**src/rtl/tile_framebuffer_arbiter.sv**
```systemverilog
// Shares one asynchronous 16-bit SRAM between VGA scan-out reads and clipped tile
// writes from several producers, with double buffering that swaps on vertical sync.
module tile_framebuffer_arbiter #(
   parameter int FB_WIDTH  = 800,
   parameter int FB_HEIGHT = 525,
   parameter int TILE_DIM  = 8,
   parameter int NUM_SRC   = 2,
   parameter int ADDR_W    = 20,
   parameter int SRC_W     = 3
) (
   input  logic              BOARD_CLK,
   input  logic              RESET,
   output logic [ADDR_W-1:0] SRAM_ADDR,
   output logic [15:0]       SRAM_DQ_OUT,
   output logic              SRAM_DQ_OE,
   input  logic [15:0]       SRAM_DQ_IN,
   output logic              SRAM_WE_N,
   input  logic [9:0]        VGA_SCAN_X,
   input  logic [9:0]        VGA_SCAN_Y,
   input  logic              VGA_BLANK_N,
   input  logic              VGA_VS,
   output logic [7:0]        VGA_R,
   output logic [7:0]        VGA_G,
   output logic [7:0]        VGA_B,
   output logic              pixel_valid,
   input  logic              tile_req,
   output logic              tile_ready,
   input  logic [SRC_W-1:0]  tile_src,
   input  logic [9:0]        tile_x,
   input  logic [9:0]        tile_y,
   output logic [SRC_W-1:0]  px_src,
   output logic [5:0]        px_x,
   output logic [5:0]        px_y,
   input  logic [15:0]       px_data,
   output logic              tile_done,
   input  logic              swap_req,
   output logic              swap_done,
   output logic              front_buf
);

   typedef enum logic {IDLE = 1'b0, STREAM = 1'b1} state_e;
   typedef enum logic {PH_READ = 1'b0, PH_WRITE = 1'b1} phase_e;

   localparam logic [ADDR_W-1:0] BUF1_BASE = ADDR_W'(FB_WIDTH * FB_HEIGHT);
   localparam logic [ADDR_W-1:0] STRIDE    = ADDR_W'(FB_WIDTH);
   localparam logic [5:0]        LAST_PX   = 6'(TILE_DIM - 1);
   localparam logic [10:0]       FB_W11    = 11'(FB_WIDTH);
   localparam logic [10:0]       FB_H11    = 11'(FB_HEIGHT);

   if (NUM_SRC < 1 || NUM_SRC > 8 || NUM_SRC > (1 << SRC_W) || TILE_DIM < 2 || TILE_DIM > 64)
   begin : g_param_check
      $error("tile_framebuffer_arbiter: parameter out of range");
   end

   state_e             state_q, state_d;
   phase_e             phase_q;
   logic               target_q, front_buf_q, swap_pending_q, vs_prev_q, swap_done_q;
   logic [9:0]         ox_q, oy_q;
   logic [5:0]         px_x_q, px_y_q;
   logic [SRC_W-1:0]   px_src_q;
   logic [ADDR_W-1:0]  sram_addr_q;
   logic [15:0]        sram_dq_q;
   logic               sram_we_n_q, sram_oe_q, rd_pend_q, pixel_valid_q, tile_done_q;
   logic [7:0]         vga_r_q, vga_g_q, vga_b_q;

   logic               read_slot, stream_slot, accept, last_px, in_bounds, vs_fall;
   logic [10:0]        abs_x, abs_y;
   logic [ADDR_W-1:0]  scan_addr, wr_addr;

   // Blanking turns every cycle into a write slot and parks the phase at READ.
   assign read_slot   = VGA_BLANK_N && (phase_q == PH_READ);
   assign stream_slot = (state_q == STREAM) && !read_slot;
   assign accept      = tile_req && tile_ready;
   assign last_px     = (px_x_q == LAST_PX) && (px_y_q == LAST_PX);
   assign vs_fall     = vs_prev_q && !VGA_VS;

   // Bounds are compared at 11 bits so an origin near 1023 plus a tile offset cannot wrap.
   assign abs_x     = {1'b0, ox_q} + {5'b0, px_x_q};
   assign abs_y     = {1'b0, oy_q} + {5'b0, px_y_q};
   assign in_bounds = (abs_x < FB_W11) && (abs_y < FB_H11);

   assign scan_addr = ADDR_W'(VGA_SCAN_X) + ADDR_W'(VGA_SCAN_Y) * STRIDE
                    + (front_buf_q ? BUF1_BASE : '0);
   assign wr_addr   = ADDR_W'(abs_x) + ADDR_W'(abs_y) * STRIDE
                    + (target_q ? BUF1_BASE : '0);

   always_ff @(posedge BOARD_CLK) begin
      if (RESET) state_q <= IDLE;
      else       state_q <= state_d;
   end

   always_comb begin
      // NOTE: next state defaults to the current state so no path leaves it unassigned (no latch).
      state_d = state_q;
      case (state_q)
         IDLE:    if (tile_req)               state_d = STREAM;
         STREAM:  if (stream_slot && last_px) state_d = IDLE;
         default:                             state_d = IDLE;
      endcase
   end

   always_comb begin
      tile_ready = (state_q == IDLE);
   end

   // NOTE: all sequential state below uses non-blocking assignments only.
   always_ff @(posedge BOARD_CLK) begin
      if (RESET) begin
         phase_q        <= PH_READ;
         target_q       <= 1'b0;
         front_buf_q    <= 1'b0;
         swap_pending_q <= 1'b0;
         vs_prev_q      <= 1'b1;
         swap_done_q    <= 1'b0;
         ox_q           <= '0;
         oy_q           <= '0;
         px_x_q         <= '0;
         px_y_q         <= '0;
         px_src_q       <= '0;
         sram_addr_q    <= '0;
         sram_dq_q      <= '0;
         sram_we_n_q    <= 1'b1;
         sram_oe_q      <= 1'b0;
         rd_pend_q      <= 1'b0;
         pixel_valid_q  <= 1'b0;
         tile_done_q    <= 1'b0;
         vga_r_q        <= '0;
         vga_g_q        <= '0;
         vga_b_q        <= '0;
      end else begin
         phase_q       <= (VGA_BLANK_N && phase_q == PH_READ) ? PH_WRITE : PH_READ;
         rd_pend_q     <= read_slot;
         pixel_valid_q <= rd_pend_q;
         if (rd_pend_q) begin
            vga_r_q <= {SRAM_DQ_IN[4:0],   SRAM_DQ_IN[4:2]};
            vga_g_q <= {SRAM_DQ_IN[10:5],  SRAM_DQ_IN[10:9]};
            vga_b_q <= {SRAM_DQ_IN[15:11], SRAM_DQ_IN[15:13]};
         end

         sram_we_n_q <= 1'b1;
         sram_oe_q   <= 1'b0;
         tile_done_q <= 1'b0;
         if (read_slot) begin
            sram_addr_q <= scan_addr;
         end else if (stream_slot) begin
            if (in_bounds) begin
               sram_addr_q <= wr_addr;
               sram_dq_q   <= px_data;
               sram_we_n_q <= 1'b0;
               sram_oe_q   <= 1'b1;
            end
            if (px_x_q == LAST_PX) begin
               px_x_q <= '0;
               px_y_q <= last_px ? 6'd0 : px_y_q + 6'd1;
            end else begin
               px_x_q <= px_x_q + 6'd1;
            end
            tile_done_q <= last_px;
         end

         if (accept) begin
            ox_q     <= tile_x;
            oy_q     <= tile_y;
            px_src_q <= tile_src;
            target_q <= ~front_buf_q;
            px_x_q   <= '0;
            px_y_q   <= '0;
         end

         vs_prev_q   <= VGA_VS;
         swap_done_q <= 1'b0;
         if (vs_fall && (swap_pending_q || swap_req)) begin
            front_buf_q    <= ~front_buf_q;
            swap_pending_q <= 1'b0;
            swap_done_q    <= 1'b1;
         end else if (swap_req) begin
            swap_pending_q <= 1'b1;
         end
      end
   end

   assign SRAM_ADDR   = sram_addr_q;
   assign SRAM_DQ_OUT = sram_dq_q;
   assign SRAM_DQ_OE  = sram_oe_q;
   assign SRAM_WE_N   = sram_we_n_q;
   assign VGA_R       = vga_r_q;
   assign VGA_G       = vga_g_q;
   assign VGA_B       = vga_b_q;
   assign pixel_valid = pixel_valid_q;
   assign px_src      = px_src_q;
   assign px_x        = px_x_q;
   assign px_y        = px_y_q;
   assign tile_done   = tile_done_q;
   assign swap_done   = swap_done_q;
   assign front_buf   = front_buf_q;

endmodule

```
**config.mk**
```make
export PLATFORM = sky130hd
export DESIGN_NAME = tile_framebuffer_arbiter
export DESIGN_NICKNAME = d
export VERILOG_FILES = /design/src/rtl/tile_framebuffer_arbiter.sv
export SDC_FILE = /design/constraint.sdc
export NUM_CORES = 1
export LEC_CHECK = 0
export ABC_CLOCK_PERIOD_IN_PS = 6200
export CELL_PAD_IN_SITES_DETAIL_PLACEMENT = 2
export CELL_PAD_IN_SITES_GLOBAL_PLACEMENT = 2
export CORE_MARGIN = 3
export CORE_UTILIZATION = 31
export CTS_CLUSTER_DIAMETER = 80
export DETAILED_ROUTE_END_ITERATION = 8
export PLACE_DENSITY_LB_ADDON = 0.1
export RECOVER_POWER = 100
export REMOVE_ABC_BUFFERS = 1
export SYNTH_ARGS = -nofsm -noshare
export SYNTH_HDL_FRONTEND = slang
export SYNTH_SLANG_ARGS = --single-unit
```
**constraint.sdc**
```tcl
create_clock -name BOARD_CLK -period 6.2 [get_ports BOARD_CLK]
set_input_delay 0.62 -clock BOARD_CLK [delete_from_list [all_inputs] [get_ports BOARD_CLK]]
set_output_delay 0.62 -clock BOARD_CLK [all_outputs]
set_load 0.05 [all_outputs]
```
### After elaboration in Yosys (flattened, before gate mapping)

Index checks and enable logic that the tools add are counted.
W data, S select, Z words.

* flip-flop bits (word level): 107
* input bits: 81
* output and inout bits: 82
* word-level logic and storage cells: 75

* add/sub/neg operators: 8
* multiply operators: 2
* magnitude comparators: 2
* equal/unequal tests: 2
* mux-type cells: 14
* bitwise gates (word level): 5
* reduce and logical (&&, ||, !) cells: 20

Operators by type and width (count)
* $mux W20: 3
* $add A20 B19 Y20: 2
* $mux W19: 2
* $add A10 B6 Y11: 2
* $lt A11 B10 Y1 const B: 2
* $add A10 B20 Y20: 1
* $add A11 B20 Y20: 1
* $mul A10 B5 Y15 const B: 1
* $mul A11 B5 Y15 const B: 1
* $add A6 B1 Y6 const B: 2
* $eq A6 B3 Y1 const B: 2
* $mux W6: 2
* $logic_and A1 B1 Y1: 8
* $mux W1: 6
* $reduce_and A3 Y1: 2
* $not A1 Y1: 5
* $reduce_and A2 Y1: 2
* $reduce_bool A2 Y1: 2
* $reduce_or A2 Y1: 2
* $reduce_or A3 Y1: 1
* $logic_not A1 Y1: 2
* $pmux W1 S2: 1
* $logic_or A1 B1 Y1: 1

### Depth between registers and ports, before layout

* depth after elaboration: 7
* depth in mapped cells: 28
* mapped depth without buffers: 28

### Worst setup path before layout

Ideal clock, no wire load.

* kind: register -> register
* start point: reg px_y_q[0] (netlist: px_y[0])
* end point: reg sram_addr_q[19] (netlist: SRAM_ADDR[19])
* library setup time: 0.132 ns
* data arrival time: 5.869 ns
* data required time: 6.068 ns
* setup slack: 0.199 ns
* cell stages (with the launch flop): 24
* path buffers: 0
* clock period less this slack: 6.001 ns
* cells stage by stage: dfxtp_1 -> ha_1 -> inv_1 -> fa_1 -> nand2b_1 -> a2111oi_0 -> a211o_1 -> ha_1 -> ha_1 -> inv_1 -> fa_1 -> inv_1 -> ha_1 -> and3_1 -> a221o_1 -> or4_1 -> and2_1 -> xor2_1 -> ha_1 -> ha_1 -> a41oi_1 -> xnor3_1 -> nand2b_1 -> a21oi_1

* longest elaborated chain between the ends: 7
* elaborated cells on any way between the ends: 11
* those cells by class: 3 x add/sub; 1 x mul; 1 x order compare; 3 x mux; 3 x reduce/logical

RTL lines
* start: declaration: line 59 `logic [5:0] px_x_q, px_y_q;`
* start signal: assignment: line 154 `px_y_q <= last_px ? 6'd0 : px_y_q + 6'd1;`
* $add A10 B6 Y11 *: line 79 `assign abs_y = {1'b0, oy_q} + {5'b0, px_y_q};`
* $mul A11 B5 Y15: line 84 `assign wr_addr = ADDR_W'(abs_x) + ADDR_W'(abs_y) * STRIDE`
* $add A11 B20 Y20: line 84
* $add A20 B19 Y20: line 85 `+ (target_q ? BUF1_BASE : '0);`
* $mux W20: line 146 `if (in_bounds) begin`
* $mux W20: line 145 `end else if (stream_slot) begin`
* $mux W20: line 143 `if (read_slot) begin`
* end signal: assignment: line 144 `sram_addr_q <= scan_addr;`
* end signal: assignment: line 147 `sram_addr_q <= wr_addr;`
* end: declaration: line 61 `logic [ADDR_W-1:0] sram_addr_q;`

Mark *: on every way between the ends. The rest lies on a longest branch, timed or not. The select of a mux whose other input is x is not followed.
A chain may end at the register's enable or synchronous reset.

### Worst setup path in the final report

* start point: reg px_y_q[0] (netlist: px_y[0])
* end point: reg sram_addr_q[16] (netlist: SRAM_ADDR[16])

The elaborated chain is that of the path after synthesis.

==> impl_metrics.csv <==
group,metric,value,unit
outcome,status,"complete, but fails checks",
outcome,violations,"max-capacitance violations, max-slew violations",
run,max-cap-violations,2,
placement,gp_congestion,0.774,
synthesis,ys_ff_latch,98,
placement,dpl.cell_count,1328,
synthesis,yosysSeqAreaShare,25.6,%
placement,port_buffers,162,
synthesis,ys_types,72,
clocking,numCtsBuffers,9,
power_and_ir_drop,power_frac_seq,31.2,%
sta,tightest_slew,1670,ps
clocking,cts_num_sinks,98,
min_path,min_from,"px_src[0]$_SDFFE_PP0P_",
detailed_routing,via_per_inst,4.98,
die,die_w,163,µm
placement,post-dp-hpwl,17400,µm
sta,max_freq,0.171,GHz
min_path,min_path_type,"reg -> reg",
die,ios,163,
global_route,antenna_found_initial,0,
detailed_routing,vias,6701,
power_and_ir_drop,combPwrFrac,41.0,%
synthesis,synth_edf_count,0,
critical_path,cp-start-kind,"flip-flop",
detailed_routing,first_pass_iters,4,
critical_path,critPathSlowestCell,"fa_1",
clocking,cts_hold_buf,0,
detailed_routing,wl_per_cell,16.3,µm
clocking,path_clk_slew,70,ps
detailed_routing,finalWirelength,21900,µm
synthesis,synth_area_per_cell,8.74,µm²
final_layout,area_growth,29.4,%
min_path,hold_end,"px_src[0]$_SDFFE_PP0P_",
global_route,grt_max_degree,58,
synthesis,synth_top_area_share,25.6,%
synthesis,synth_top_area_cell,"dfxtp_1",
critical_path,regToRegSetupSlack,350,ps
detailed_routing,drc,0,
critical_path,cpPeakStageDelay,530,ps
power_and_ir_drop,total_power,0.00228,W
sta,final.setup.tns,0,ps
die,core,23900,µm²
critical_path,critPathTopFamily,"adder cells",
detailed_routing,first_iter_violations,189,
final_layout,finalNonFillerCells,1346,
die,die_y,163,µm
sta,fin_crit,5850,ps
min_path,min_path_cells,2,
die,start_util,32.0,%
synthesis,yosys_most_used_dff,"dfxtp_1",
critical_path,r2r_end,"SRAM_ADDR[16]$_SDFFE_PP0P_",
global_route,grt_usage,16.6,%
critical_path,rr_worst_depth,25,
critical_path,path_max_fanout,6,
final_layout,fin_nets,1245,
global_route,grt_first_pass_wirelength,36300,µm
final_layout,fin_area,9900,µm²
sta,holdWs,457,ps
sta,setup_viol,0,
final_layout,diodes,0,
synthesis,yosysWarnings,0,
critical_path,crit_path_frequent_cell,"ha_1",
sta,hold_violations,0,
power_and_ir_drop,power.leakage,4.75,nW
clocking,clock_path_buffers,2,
clocking,cts-root-buf,"clkbuf_16",
power_and_ir_drop,switching_share,37.1,%
clocking,clock_latency,350,ps
detailed_routing,ant_nets,0,
sta,slew_viol_final,59,
power_and_ir_drop,p_clk_share,27.8,%
critical_path,cp.arrival,6060,ps
synthesis,yosys-top-cells-area,"dfxtp_1 (26%), ha_1 (20%), mux2i_1 (6.3%), fa_1 (4.7%), xnor2_1 (4.6%)",
die,dieArea,26600,µm²
synthesis,synthArstFlopShare,0,%
power_and_ir_drop,p_switching,0.000845,W
critical_path,required,6410,ps
die,rows,56,
power_and_ir_drop,ir_worst_vdd,110,µV
sta,clock_skew,8.42,ps
final_layout,layout-drive-gt1-share,3.60,%
power_and_ir_drop,internal_power,0.00143,W
critical_path,critPathBufInv,4,
placement,postPlaceCellArea,9540,µm²
synthesis,syn_inst,876,
sta,fin_crit_sh,94.4,%
global_route,grt-ovfl-total,0,
synthesis,syn-cell-area,7650,µm²
clocking,cts_tree,"yes",
power_and_ir_drop,power.density,230,nW/µm²
critical_path,r2r_start,"px_y[0]$_SDFFE_PP0P_",
critical_path,worst_setup_path_end_kind,"flip-flop",
global_route,grt_pass1_vias,7329,
sta,slew_headroom,-11.2,%
critical_path,worstSetupPathType,"reg -> reg",
clocking,h-tree-depth,3,
[layout make-up]
cell class / instances / area [µm²]
clock buffer: 10 / 239
clock inverter: 5 / 87.6
fill: 2666 / 14000
inverter: 75 / 282
multi-input combinational: 668 / 5250
sequential: 98 / 1960
tap: 319 / 399
timing repair buffer: 171 / 1680
[logic make-up (layout without fill, tap and decap cells)]
logic type,count (synthesis),after routing,synth area share [%]
buf+inv,110,261,6.03
compound gates,162,162,14.3
simple gates,255,255,15.6
mux,48,48,6.28
fa+ha+maj,141,141,24.8
xor+xnor,62,62,7.27
flops,98,98,25.6
[power by group through the flow]
| stage | clock, W | sequential (W) | combinational, W |
|---|---|---|---|
| floorplan | 0 | 0.000847 | 0.000544 |
| global placement | 0 | 0.000728 | 0.000946 |
| detailed placement | 0 | 0.000728 | 0.000959 |
| CTS | 0.000661 | 0.000714 | 0.000969 |
| global route | 0.000678 | 0.000719 | 0.00105 |
| finish | 0.000633 | 0.000711 | 0.000935 |
[synth_stat cells, types with 4 or more instances]
library cell and n:
ha_1 123, dfxtp_1 98, nor2_1 88, inv_1 74, nand2_1 70, a21oi_1 52
mux2i_1 48, xnor2_1 40, clkbuf_1 21, xor2_1 21, o21ai_0 20, nor3_1 19
a211oi_1 18, fa_1 18, nand3_1 14, a21o_1 11, nor2b_1 10, and3_1 9
nand2b_1 9, buf_4 8, nand4_1 8, o21bai_1 8, o21a_1 6, o211ai_1 5
o41ai_1 5, a211o_1 4, nor3b_1 4, or3_1 4
[metrics by stage]
step | worst slack (ps) | utilization [%]
after CTS | 164 | 41.3
after detailed placement | 218 | 39.9
after floorplan | 209 | -
after global placement | 378 | 39.9
final | 347 | 41.4
after global routing | -40.0 | 41.4
[worst min-delay path, delay by kind of cell (launching register included)]
kind	cells	cell delay (ps)
AOI/OAI and AO/OA	1	50
DFF	1	310
and+or+nand+nor	1	50
[sequential cells by signal, indices dropped and copies added, names as in the netlist]
name,count
SRAM_ADDR,20
SRAM_DQ_OE,1
SRAM_DQ_OUT,16
SRAM_WE_N,1
VGA_B,5
VGA_G,6
VGA_R,5
front_buf,1
ox_q,10
oy_q,10
phase_q,1
pixel_valid,1
px_src,3
px_x,6
px_y,6
state_q,1
swap_done,1
swap_pending_q,1
target_q,1
tile_done,1
vs_prev_q,1
[layer usage]
layer | global-route usage (%) | up-vias | routed length (µm)
met3 | 4.24 | 17 | 1100
li1 | - | 3330 | -
met1 | 20.6 | 3243 | 10200
met4 | 3.92 | 0 | 269
met5 | 0 | - | 0
met2 | 28.8 | 111 | 10400
[how the worst max path moves through the flow]
stage | start | to | slack, ps | cells past startpoint
after floorplan | px_y[0]$_SDFFE_PP0P_ | SRAM_ADDR[19]$_SDFFE_PP0P_ | 210 | 23
after global placement | px_y[0]$_SDFFE_PP0P_ | SRAM_ADDR[19]$_SDFFE_PP0P_ | 380 | 23
after detailed placement | px_y[1]$_SDFFE_PP0P_ | SRAM_ADDR[19]$_SDFFE_PP0P_ | 220 | 23
after CTS | px_y[2]$_SDFFE_PP0P_ | SRAM_ADDR[19]$_SDFFE_PP0P_ | 160 | 23
after global routing | oy_q[0]$_SDFFE_PP0P_ | SRAM_ADDR[19]$_SDFFE_PP0P_ | -40 | 27
final | px_y[0]$_SDFFE_PP0P_ | SRAM_ADDR[16]$_SDFFE_PP0P_ | 350 | 25
[layout by cell type (no fill, tap or decap), types with 10 or more instances in the layout]
cell type	count
nand2_1	71
nor2_1	89
fa_1	18
inv_1	74
o21ai_0	19
nand3_1	14
a211oi_1	18
dlygate4sd3_1	83
mux2i_1	48
xnor2_1	40
a21o_1	11
nor2b_1	10
dfxtp_1	98
a21oi_1	53
nor3_1	19
xor2_1	20
clkdlybuf4s50_1	78
ha_1	123
[repair_timing]
item,4_1_cts,5_1_grt
setup endpoints to repair,0,2
gates resized for setup,0,9
buffers inserted,0,3
Power figures use the tool's default switching activity.
